File: src/rtl/key_scan_pkg.sv
`default_nettype none
// ============================================================================
// Module      : key_scan_pkg
// Description : Shared types and constants for the keyboard matrix scanner:
//               FSM state encoding, default matrix addresses and the width
//               of a queued key-code entry {control, shift, code}.
// Revision    : 1.0 - initial release
// ============================================================================
package key_scan_pkg;

    typedef enum logic [1:0] {
        IDLE     = 2'd0,
        DEBOUNCE = 2'd1,
        DOWN     = 2'd2,
        RELEASE  = 2'd3
    } keyState_t;

    localparam int c_DEF_KEY_BITS   = 6;
    localparam int c_DEF_DEB_SCANS  = 2;
    localparam int c_DEF_FIFO_DEPTH = 4;
    localparam int c_DEF_CTRL_ADDR  = 0;
    localparam int c_DEF_SHIFT_ADDR = 16;
    localparam int c_DEF_BREAK_ADDR = 48;

    // Entry layout is {control, shift, scan code}.
    function automatic int entryWidth(input int keyBits);
        return keyBits + 2;
    endfunction

endpackage
`default_nettype wire

File: src/rtl/key_scan_ctrl_if.sv
`default_nettype none
// ============================================================================
// Module      : key_scan_ctrl_if
// Description : Matrix-side and CPU-side signals of the keyboard scanner.
//               master = scanner core, slave = matrix / register logic.
// Revision    : 1.0 - initial release
// ============================================================================
interface key_scan_ctrl_if
    import key_scan_pkg::*;
#(
    parameter int KEY_BITS = c_DEF_KEY_BITS
);
    logic                              scanTick;
    logic                              scanEn;
    logic                              debEn;
    logic                              KR1;
    logic                              KR2;
    logic [KEY_BITS-1:0]               K;
    logic                              keyDown;
    logic                              kShift;
    logic                              setKey;
    logic                              setBreak;
    logic                              rdEn;
    logic                              ovrClr;
    logic [entryWidth(KEY_BITS)-1:0]   D;
    logic [4:0]                        count;
    logic                              overrun;

    modport master (
        input  scanTick, scanEn, debEn, KR1, KR2, rdEn, ovrClr,
        output K, keyDown, kShift, setKey, setBreak, D, count, overrun
    );

    modport slave (
        output scanTick, scanEn, debEn, KR1, KR2, rdEn, ovrClr,
        input  K, keyDown, kShift, setKey, setBreak, D, count, overrun
    );
endinterface
`default_nettype wire

File: src/rtl/key_code_fifo.sv
`default_nettype none
// ============================================================================
// Module      : key_code_fifo
// Description : Small power-of-two FIFO for accepted key codes. A push when
//               full is dropped unless a pop happens in the same cycle; a pop
//               when empty is ignored. popData is the raw head slot.
// Revision    : 1.0 - initial release
// ============================================================================
module key_code_fifo #(
    parameter int DEPTH = 4,
    parameter int WIDTH = 8
) (
    input  logic             clk,
    input  logic             rst_n,
    input  logic             push,
    input  logic [WIDTH-1:0] pushData,
    input  logic             pop,
    output logic [WIDTH-1:0] popData,
    output logic             full,
    output logic             empty,
    output logic [4:0]       count
);
    localparam int                 c_PTR_W   = $clog2(DEPTH);
    localparam logic [c_PTR_W-1:0] c_PTR_ONE = c_PTR_W'(1);

    logic [WIDTH-1:0]   r_mem [DEPTH];
    logic [c_PTR_W-1:0] r_rdPtr;
    logic [c_PTR_W-1:0] r_wrPtr;
    logic [4:0]         r_count;
    logic               w_doPop;
    logic               w_doPush;

    assign empty    = (r_count == 5'd0);
    assign full     = (r_count == 5'(DEPTH));
    assign w_doPop  = pop & ~empty;
    // A pop frees the head slot this cycle, so a full FIFO still takes the push.
    assign w_doPush = push & (~full | w_doPop);
    assign popData  = r_mem[r_rdPtr];
    assign count    = r_count;

    // Storage write; no reset needed since reads are qualified by empty.
    always_ff @(posedge clk) begin
        if (w_doPush) begin
            r_mem[r_wrPtr] <= pushData;
        end
    end

    // Pointer and occupancy bookkeeping.
    always_ff @(posedge clk or negedge rst_n) begin
        if (!rst_n) begin
            r_rdPtr <= '0;
            r_wrPtr <= '0;
            r_count <= 5'd0;
        end else begin
            if (w_doPush) r_wrPtr <= r_wrPtr + c_PTR_ONE;
            if (w_doPop)  r_rdPtr <= r_rdPtr + c_PTR_ONE;
            if (w_doPush && !w_doPop)      r_count <= r_count + 5'd1;
            else if (w_doPop && !w_doPush) r_count <= r_count - 5'd1;
        end
    end
endmodule
`default_nettype wire

File: src/rtl/key_scan_ctrl.sv
`default_nettype none
// ============================================================================
// Module      : key_scan_ctrl
// Description : Keyboard matrix scanner. Free-running decrementing scan
//               address, per-key debounce FSM, shift/control tracking,
//               break-edge detection and a key-code queue for the CPU.
//               Build option KEY_SCAN_FIFO_EN: FIFO_DEPTH-entry queue;
//               undefined gives a single POKEY-style holding register.
// Revision    : 1.0 - initial release
// ============================================================================
module key_scan_ctrl
    import key_scan_pkg::*;
#(
    parameter int KEY_BITS   = c_DEF_KEY_BITS,
    parameter int DEB_SCANS  = c_DEF_DEB_SCANS,
    parameter int FIFO_DEPTH = c_DEF_FIFO_DEPTH,
    parameter int CTRL_ADDR  = c_DEF_CTRL_ADDR,
    parameter int SHIFT_ADDR = c_DEF_SHIFT_ADDR,
    parameter int BREAK_ADDR = c_DEF_BREAK_ADDR
) (
    input  logic           clk,
    input  logic           rst_n,
    key_scan_ctrl_if.master bus
);
    localparam int                  c_EW     = entryWidth(KEY_BITS);
    localparam logic [KEY_BITS-1:0] c_CTRL_A = KEY_BITS'(CTRL_ADDR);
    localparam logic [KEY_BITS-1:0] c_SHFT_A = KEY_BITS'(SHIFT_ADDR);
    localparam logic [KEY_BITS-1:0] c_BRK_A  = KEY_BITS'(BREAK_ADDR);

    if ((DEB_SCANS < 1) || (DEB_SCANS > 15)) begin : g_badDebScans
        $error("DEB_SCANS must be 1..15");
    end
    if ((FIFO_DEPTH < 2) || (FIFO_DEPTH > 16) || ((FIFO_DEPTH & (FIFO_DEPTH - 1)) != 0)) begin : g_badFifoDepth
        $error("FIFO_DEPTH must be a power of two in 2..16");
    end

    logic [KEY_BITS-1:0] r_scanCnt;
    logic [KEY_BITS-1:0] r_cmp;
    logic [3:0]          r_deb;
    keyState_t           r_state;
    logic                r_control;
    logic                r_shift;
    logic                r_breakDown;
    logic                r_setKey;
    logic                r_setBreak;
    logic                r_overrun;
    logic                w_hit;
    logic                w_fast;
    logic                w_debDone;
    logic                w_accept;
    logic                w_newOvr;
    logic [c_EW-1:0]     w_entry;
    logic [c_EW-1:0]     w_head;
    logic [4:0]          w_count;

    assign w_hit     = (r_scanCnt == r_cmp);
    assign w_fast    = ~bus.debEn | (DEB_SCANS == 1);
    assign w_debDone = ((r_deb + 4'd1) == 4'(DEB_SCANS));
    // The accepted code always equals the current address: in IDLE it is the
    // detection address, in DEBOUNCE acceptance requires K==cmp.
    assign w_entry   = {r_control, r_shift, r_scanCnt};
    assign w_accept  = bus.scanEn & bus.scanTick & ~bus.KR1 &
                       (((r_state == IDLE) & w_fast) |
                        ((r_state == DEBOUNCE) & w_hit & w_debDone));

    // Scan counter, modifier/break sampling and the per-key debounce FSM.
    always_ff @(posedge clk or negedge rst_n) begin
        if (!rst_n) begin
            r_scanCnt   <= '1;
            r_cmp       <= '0;
            r_deb       <= 4'd0;
            r_state     <= IDLE;
            r_control   <= 1'b0;
            r_shift     <= 1'b0;
            r_breakDown <= 1'b0;
            r_setKey    <= 1'b0;
            r_setBreak  <= 1'b0;
        end else begin
            r_setKey   <= w_accept;
            r_setBreak <= 1'b0;
            if (!bus.scanEn) begin
                r_scanCnt   <= '1;
                r_state     <= IDLE;
                r_deb       <= 4'd0;
                r_control   <= 1'b0;
                r_shift     <= 1'b0;
                r_breakDown <= 1'b0;
            end else if (bus.scanTick) begin
                r_scanCnt <= r_scanCnt - 1'b1;
                if (r_scanCnt == c_CTRL_A) r_control <= ~bus.KR2;
                if (r_scanCnt == c_SHFT_A) r_shift   <= ~bus.KR2;
                if (r_scanCnt == c_BRK_A) begin
                    r_setBreak  <= ~bus.KR2 & ~r_breakDown;
                    r_breakDown <= ~bus.KR2;
                end
                case (r_state)
                    IDLE: begin
                        if (!bus.KR1) begin
                            r_cmp   <= r_scanCnt;
                            r_deb   <= 4'd1;
                            r_state <= w_fast ? DOWN : DEBOUNCE;
                        end
                    end
                    DEBOUNCE: begin
                        if (w_hit) begin
                            if (bus.KR1) begin
                                r_state <= IDLE;
                            end else begin
                                r_deb <= r_deb + 4'd1;
                                if (w_debDone) r_state <= DOWN;
                            end
                        end
                    end
                    DOWN: begin
                        if (w_hit && bus.KR1) r_state <= RELEASE;
                    end
                    RELEASE: begin
                        if (w_hit) r_state <= bus.KR1 ? IDLE : DOWN;
                    end
                    default: r_state <= IDLE;
                endcase
            end
        end
    end

`ifdef KEY_SCAN_FIFO_EN
    logic            w_full;
    logic            w_empty;
    logic [c_EW-1:0] w_fifoHead;

    key_code_fifo #(
        .DEPTH (FIFO_DEPTH),
        .WIDTH (c_EW)
    ) u_fifo (
        .clk      (clk),
        .rst_n    (rst_n),
        .push     (w_accept),
        .pushData (w_entry),
        .pop      (bus.rdEn),
        .popData  (w_fifoHead),
        .full     (w_full),
        .empty    (w_empty),
        .count    (w_count)
    );

    assign w_head   = w_empty ? '0 : w_fifoHead;
    assign w_newOvr = w_accept & w_full & ~bus.rdEn;
`else
    logic [c_EW-1:0] r_holdD;
    logic            r_holdCnt;

    // Single holding register: newest accept always wins, rdEn only marks it read.
    always_ff @(posedge clk or negedge rst_n) begin
        if (!rst_n) begin
            r_holdD   <= '0;
            r_holdCnt <= 1'b0;
        end else if (w_accept) begin
            r_holdD   <= w_entry;
            r_holdCnt <= 1'b1;
        end else if (bus.rdEn) begin
            r_holdCnt <= 1'b0;
        end
    end

    assign w_head   = r_holdD;
    assign w_count  = {4'd0, r_holdCnt};
    assign w_newOvr = w_accept & r_holdCnt & ~bus.rdEn;
`endif

    // Sticky overrun; a new loss in the same cycle beats the clear.
    always_ff @(posedge clk or negedge rst_n) begin
        if (!rst_n) r_overrun <= 1'b0;
        else        r_overrun <= (r_overrun & ~bus.ovrClr) | w_newOvr;
    end

    assign bus.K        = r_scanCnt;
    assign bus.keyDown  = (r_state == DOWN) || (r_state == RELEASE);
    assign bus.kShift   = r_shift;
    assign bus.setKey   = r_setKey;
    assign bus.setBreak = r_setBreak;
    assign bus.D        = w_head;
    assign bus.count    = w_count;
    assign bus.overrun  = r_overrun;
endmodule
`default_nettype wire
File: src/flat_wrapper.sv
// flat-port wrapper written by rule: the top's interface ports become plain ports
module key_scan_ctrl_flat import key_scan_pkg::*;
#(
    parameter int KEY_BITS   = c_DEF_KEY_BITS,
    parameter int DEB_SCANS  = c_DEF_DEB_SCANS,
    parameter int FIFO_DEPTH = c_DEF_FIFO_DEPTH,
    parameter int CTRL_ADDR  = c_DEF_CTRL_ADDR,
    parameter int SHIFT_ADDR = c_DEF_SHIFT_ADDR,
    parameter int BREAK_ADDR = c_DEF_BREAK_ADDR
)
  (clk, rst_n, bus_scanTick, bus_scanEn, bus_debEn, bus_KR1, bus_KR2, bus_rdEn, bus_ovrClr, bus_K, bus_keyDown, bus_kShift, bus_setKey, bus_setBreak, bus_D, bus_count, bus_overrun);
  key_scan_ctrl_if #(.KEY_BITS(KEY_BITS)) bus_i ();
  input  logic clk;
  input  logic rst_n;
  input wire logic [$bits(bus_i.scanTick)-1:0] bus_scanTick;
  input wire logic [$bits(bus_i.scanEn)-1:0] bus_scanEn;
  input wire logic [$bits(bus_i.debEn)-1:0] bus_debEn;
  input wire logic [$bits(bus_i.KR1)-1:0] bus_KR1;
  input wire logic [$bits(bus_i.KR2)-1:0] bus_KR2;
  input wire logic [$bits(bus_i.rdEn)-1:0] bus_rdEn;
  input wire logic [$bits(bus_i.ovrClr)-1:0] bus_ovrClr;
  output wire logic [$bits(bus_i.K)-1:0] bus_K;
  output wire logic [$bits(bus_i.keyDown)-1:0] bus_keyDown;
  output wire logic [$bits(bus_i.kShift)-1:0] bus_kShift;
  output wire logic [$bits(bus_i.setKey)-1:0] bus_setKey;
  output wire logic [$bits(bus_i.setBreak)-1:0] bus_setBreak;
  output wire logic [$bits(bus_i.D)-1:0] bus_D;
  output wire logic [$bits(bus_i.count)-1:0] bus_count;
  output wire logic [$bits(bus_i.overrun)-1:0] bus_overrun;
  assign bus_i.scanTick = bus_scanTick;
  assign bus_i.scanEn = bus_scanEn;
  assign bus_i.debEn = bus_debEn;
  assign bus_i.KR1 = bus_KR1;
  assign bus_i.KR2 = bus_KR2;
  assign bus_i.rdEn = bus_rdEn;
  assign bus_i.ovrClr = bus_ovrClr;
  assign bus_K = bus_i.K;
  assign bus_keyDown = bus_i.keyDown;
  assign bus_kShift = bus_i.kShift;
  assign bus_setKey = bus_i.setKey;
  assign bus_setBreak = bus_i.setBreak;
  assign bus_D = bus_i.D;
  assign bus_count = bus_i.count;
  assign bus_overrun = bus_i.overrun;
  key_scan_ctrl #(.KEY_BITS(KEY_BITS), .DEB_SCANS(DEB_SCANS), .FIFO_DEPTH(FIFO_DEPTH), .CTRL_ADDR(CTRL_ADDR), .SHIFT_ADDR(SHIFT_ADDR), .BREAK_ADDR(BREAK_ADDR)) u_core (.clk(clk), .rst_n(rst_n), .bus(bus_i));
endmodule
File: config.mk
export PLATFORM = sky130hd
export DESIGN_NAME = key_scan_ctrl_flat
export DESIGN_NICKNAME = d
export VERILOG_FILES = /design/src/rtl/key_scan_pkg.sv /design/src/rtl/key_scan_ctrl_if.sv /design/src/rtl/key_code_fifo.sv /design/src/rtl/key_scan_ctrl.sv /design/src/flat_wrapper.sv
export SDC_FILE = /design/constraint.sdc
export NUM_CORES = 1
export LEC_CHECK = 0
export CAP_MARGIN = 30
export CORE_ASPECT_RATIO = 2
export CORE_MARGIN = 1
export CORE_UTILIZATION = 40
export CTS_BUF_LIST = sky130_fd_sc_hd__clkbuf_16
export DETAILED_ROUTE_END_ITERATION = 6
export PLACE_DENSITY = 0.63
export SYNTH_ARGS = -nofsm -noshare
export SYNTH_HDL_FRONTEND = slang
export SYNTH_SLANG_ARGS = --single-unit
File: constraint.sdc
create_clock -name clk -period 5.1 [get_ports clk]
set_input_delay 1.53 -clock clk [delete_from_list [all_inputs] [get_ports clk]]
set_output_delay 1.53 -clock clk [all_outputs]
set_load 0.005 [all_outputs]
==> run_summary.xml <==
<?xml version="1.0" encoding="UTF-8"?>
<metrics>
  <group name="outcome">
    <metric name="status" unit="">completed</metric>
  </group>
  <group name="setup_path">
    <metric name="timing.critical_path.arrival" unit="ps">3950</metric>
    <metric name="max_stage_delay" unit="ps">720</metric>
    <metric name="crit_slowest_cell" unit="">sky130_fd_sc_hd__clkdlybuf4s50_1</metric>
    <metric name="startpoint_type" unit="">primary input</metric>
    <metric name="criticalPathCategory" unit="">in2reg</metric>
    <metric name="worstSetupEndpointType" unit="">flop</metric>
    <metric name="critical_path_depth" unit="">5</metric>
    <metric name="crit_chain" unit="">clkdlybuf4s50_1 &gt; clkinv_1 &gt; nor4_4 &gt; a32oi_4 &gt; mux2_4</metric>
    <metric name="rr_worst_depth" unit="">5</metric>
    <metric name="crit_family" unit="">buffers and inverters</metric>
    <metric name="crit_required" unit="ps">5260</metric>
    <metric name="startpoint" unit="">bus_scanEn</metric>
    <metric name="timing.critical_path.buf_inv" unit="">2</metric>
    <metric name="timing.rr.start" unit="">u_core.bus.K[5]$_DFFE_PN1N_</metric>
    <metric name="worstPathMaxFanout" unit="">11</metric>
  </group>
  <group name="synthesis">
    <metric name="synth.yosys.seq_area_share" unit="">0.476</metric>
    <metric name="synth_top_cells_by_area" unit="">sky130_fd_sc_hd__dfrtp_1 39%, sky130_fd_sc_hd__dfstp_2 9.0%, sky130_fd_sc_hd__mux2_4 6.0%</metric>
    <metric name="synth.top_cell.area_share" unit="">0.386</metric>
    <metric name="synth-adder-area-share" unit="">0.0286</metric>
    <metric name="synth_enable_flop_cells" unit="">0</metric>
    <metric name="muxShareOfSynthArea" unit="">0.129</metric>
    <metric name="synth-async-reset-ratio" unit="">1.00</metric>
    <metric name="synth_top_flop_cell" unit="">sky130_fd_sc_hd__dfrtp_1</metric>
    <metric name="synth_largest_area_cell" unit="">sky130_fd_sc_hd__dfrtp_1</metric>
    <metric name="syn_area" unit="um2">1750</metric>
    <metric name="synth_most_common_cell" unit="">sky130_fd_sc_hd__dfrtp_1</metric>
    <metric name="synthTopCellsByCount" unit="">27 x sky130_fd_sc_hd__dfrtp_1, 14 x sky130_fd_sc_hd__nand2_1, 10 x sky130_fd_sc_hd__inv_1</metric>
    <metric name="synth_xor_area_frac" unit="">0.0500</metric>
    <metric name="synth_area_per_cell" unit="um2">11.1</metric>
    <metric name="synth_top_family_by_area" unit="">simple AND/OR/NAND/NOR gates</metric>
    <metric name="synthesis.yosys.warnings" unit="">0</metric>
    <metric name="synth-compound-area-share" unit="">0.0864</metric>
    <metric name="synth.distinct_cells" unit="">41</metric>
    <metric name="synthSimpleGateAreaFrac" unit="">0.149</metric>
    <metric name="synth.ff_latch_count" unit="">33</metric>
    <metric name="post_synth_inst_count" unit="">158</metric>
  </group>
  <group name="route">
    <metric name="wire_per_inst" unit="um">15.8</metric>
    <metric name="drt-total-wl" unit="um">3770</metric>
    <metric name="drtAntennaViolNets" unit="">0</metric>
    <metric name="detail_route.vias_per_cell" unit="">5.32</metric>
    <metric name="drcViolationCount" unit="">0</metric>
    <metric name="drtPass1Iterations" unit="">6</metric>
    <metric name="route.vias.total" unit="">1266</metric>
    <metric name="drt_iter0_markers" unit="">27</metric>
  </group>
  <group name="sta">
    <metric name="setup-violations-final" unit="">0</metric>
    <metric name="final-hold-violation-count" unit="">0</metric>
    <metric name="layout_worst_path_cycle_share" unit="">0.743</metric>
    <metric name="worst-slew-pin-transition" unit="ps">584</metric>
    <metric name="report.final.slew_viol_count" unit="">0</metric>
    <metric name="timing.clock.skew" unit="ps">7.44</metric>
    <metric name="rsz_0062_raised_after_global_routing" unit="">no</metric>
    <metric name="timing.max_slew.rel_slack" unit="">0.608</metric>
    <metric name="setup_ws" unit="ps">1310</metric>
    <metric name="achievable-frequency" unit="GHz">0.264</metric>
    <metric name="final.setup.tns" unit="ps">0</metric>
    <metric name="fin_crit" unit="ps">3790</metric>
  </group>
  <group name="flow_run">
    <metric name="timing.max_cap.violations" unit="">0</metric>
  </group>
  <group name="place">
    <metric name="io_buffers" unit="">28</metric>
    <metric name="detailedPlace.worstSlack" unit="ps">1010</metric>
    <metric name="dp.final_hpwl" unit="um">2690</metric>
    <metric name="finalWeightedCongestion" unit="">0.806</metric>
  </group>
  <group name="pwr">
    <metric name="irDropWorstVdd" unit="mV">0.272</metric>
    <metric name="power.density_cell_area" unit="nW/um2">400</metric>
    <metric name="power.leakage" unit="nW">0.925</metric>
  </group>
  <group name="layout">
    <metric name="filler_cell_count" unit="">379</metric>
    <metric name="antenna_cells" unit="">0</metric>
    <metric name="seqCellArea" unit="um2">833</metric>
    <metric name="drive_gt1_frac" unit="">0.194</metric>
    <metric name="multi_input_area" unit="um2">791</metric>
    <metric name="area.growth.synth_to_final" unit="%">26.6</metric>
    <metric name="nets" unit="">198</metric>
  </group>
  <group name="global_route">
    <metric name="grt-ovfl-total" unit="">0</metric>
    <metric name="grt_pass1_vias" unit="">1279</metric>
    <metric name="grt_use_total" unit="">0.183</metric>
    <metric name="number_of_antenna_violations_at_the_first_check_in_global_routing" unit="">0</metric>
    <metric name="largest_net_degree_at_the_start_of_global_routing" unit="">23</metric>
    <metric name="grt_pass1_wl" unit="um">6270</metric>
  </group>
  <group name="clock_tree">
    <metric name="htreeDepth" unit="">2</metric>
    <metric name="numCtsBuffers" unit="">5</metric>
    <metric name="tritoncts" unit="">yes</metric>
    <metric name="postCtsHoldBufs" unit="">0</metric>
    <metric name="cts_num_sinks" unit="">33</metric>
    <metric name="post_cts.repair.setup_buffers" unit="">0</metric>
    <metric name="postCtsResizedCells" unit="">0</metric>
    <metric name="worst_setup_hold_path_clk_slew" unit="ps">60</metric>
    <metric name="clock_latency" unit="ps">280</metric>
    <metric name="cts-root-to-sink-buffers" unit="">2</metric>
    <metric name="ctsRootBufferMaster" unit="">sky130_fd_sc_hd__clkbuf_16</metric>
  </group>
  <group name="worst_hold_path">
    <metric name="holdPathStages" unit="">1</metric>
    <metric name="holdCritPathClass" unit="">reg2reg</metric>
    <metric name="worst_min_delay_path_startpoint" unit="">u_core.r_breakDown$_DFFE_PN0P_</metric>
  </group>
  <group name="floorplanning">
    <metric name="fp.dieW" unit="um">48.8</metric>
    <metric name="core_area" unit="um2">4130</metric>
    <metric name="design.portCount" unit="">33</metric>
    <metric name="die_y" unit="um">95.6</metric>
    <metric name="initial_core_utilization" unit="">0.424</metric>
    <metric name="fp-row-count" unit="">33</metric>
    <metric name="die_area" unit="um2">4660</metric>
  </group>
</metrics>
-- report_power, final --
group	internal (W)	leakage, nW	switching [W]
logic	0.000113	0.462	0.0000914
clock network	0.000231	0.0800	0.000115
registers	0.000301	0.384	0.0000371
total	0.000644	0.925	0.000243
-- logic make-up after synthesis --
kind of cell             count (synthesis)
flip-flops                              33
AO/OA/AOI/OAI                           21
other                                    1
XOR/XNOR                                10
buffers and inverters                   24
AND/OR/NAND/NOR                         47
adder cells (fa/ha/maj)                  4
multiplexers                            18
-- placed cells by master, fill, tap and decap left out, drive strengths merged, types with 5 or more instances in the layout --
cell type	netlist	final
a21oi	6	6
clkbuf	4	5
clkdlybuf4s50	0	28
dfrtp	27	27
dfstp	6	6
inv	10	10
mux2	15	15
nand2	14	14
nand3	7	7
nor2	6	6
o21ai	6	6
xor2	8	8
-- sequential cells by signal, summed over array words and instances (netlist names), 2 cells and up --
name / count
u_core.bus.K: 6
u_core.r_deb: 4
u_core.r_cmp: 6
u_core.r_state: 2
u_core.bus.D: 8
-- path summary, 6_finish.rpt --
kind                                                 end  slack (ps)
setup / recovery             u_core.bus.D[0]$_DFFE_PN0P_        1310
hold / removal             u_core.bus.setBreak$_DFF_PN0_         440
setup reg to reg             u_core.bus.D[0]$_DFFE_PN0P_        2740
hold reg to reg            u_core.bus.setBreak$_DFF_PN0_         440
max in group asynchronous    u_core.bus.K[4]$_DFFE_PN1N_        2910
min in group asynchronous    u_core.bus.D[6]$_DFFE_PN0P_        1500
-- worst register-to-register path, stage by stage (launching register included) --
cell and delay [ps]:
sky130_fd_sc_hd__dfstp_2 630, sky130_fd_sc_hd__xor2_1 110, sky130_fd_sc_hd__nor4_2 510, sky130_fd_sc_hd__and2_1 350
sky130_fd_sc_hd__a32oi_4 270, sky130_fd_sc_hd__mux2_4 370
-- metrics by stage --
| stage | power [W] | instances | hold WS (ps) | util | instance area (um2) |
|---|---|---|---|---|---|
| final | 0.000887 | 238 | 440 | 0.537 | 2220 |
| after global routing | 0.000929 | 238 | 457 | 0.537 | 2220 |
| after CTS | 0.000892 | 237 | 439 | 0.530 | 2190 |
| after detailed placement | 0.000542 | 229 | 439 | 0.489 | 2020 |
| after global placement | 0.000537 | 229 | 425 | 0.489 | 2020 |
| after floorplan | 0.000475 | 161 | 409 | - | 1760 |
-- final cells by class --
cell class	instances	share of cell area
tap	52	0.0293
inverter	11	0.0186
multi-input combinational	104	0.357
clock inverter	3	0.0209
clock buffer	5	0.0564
sequential	33	0.376
timing repair buffer	30	0.142
-- per-layer routing --
layer | wire length (um) | GRT usage
met2 | 2020 | 0.318
met5 | 0 | 0
met1 | 1480 | 0.206
met3 | 174 | 0.0447
met4 | 91 | 0.0882
No activity file was read; power rests on OpenSTA's default activity.
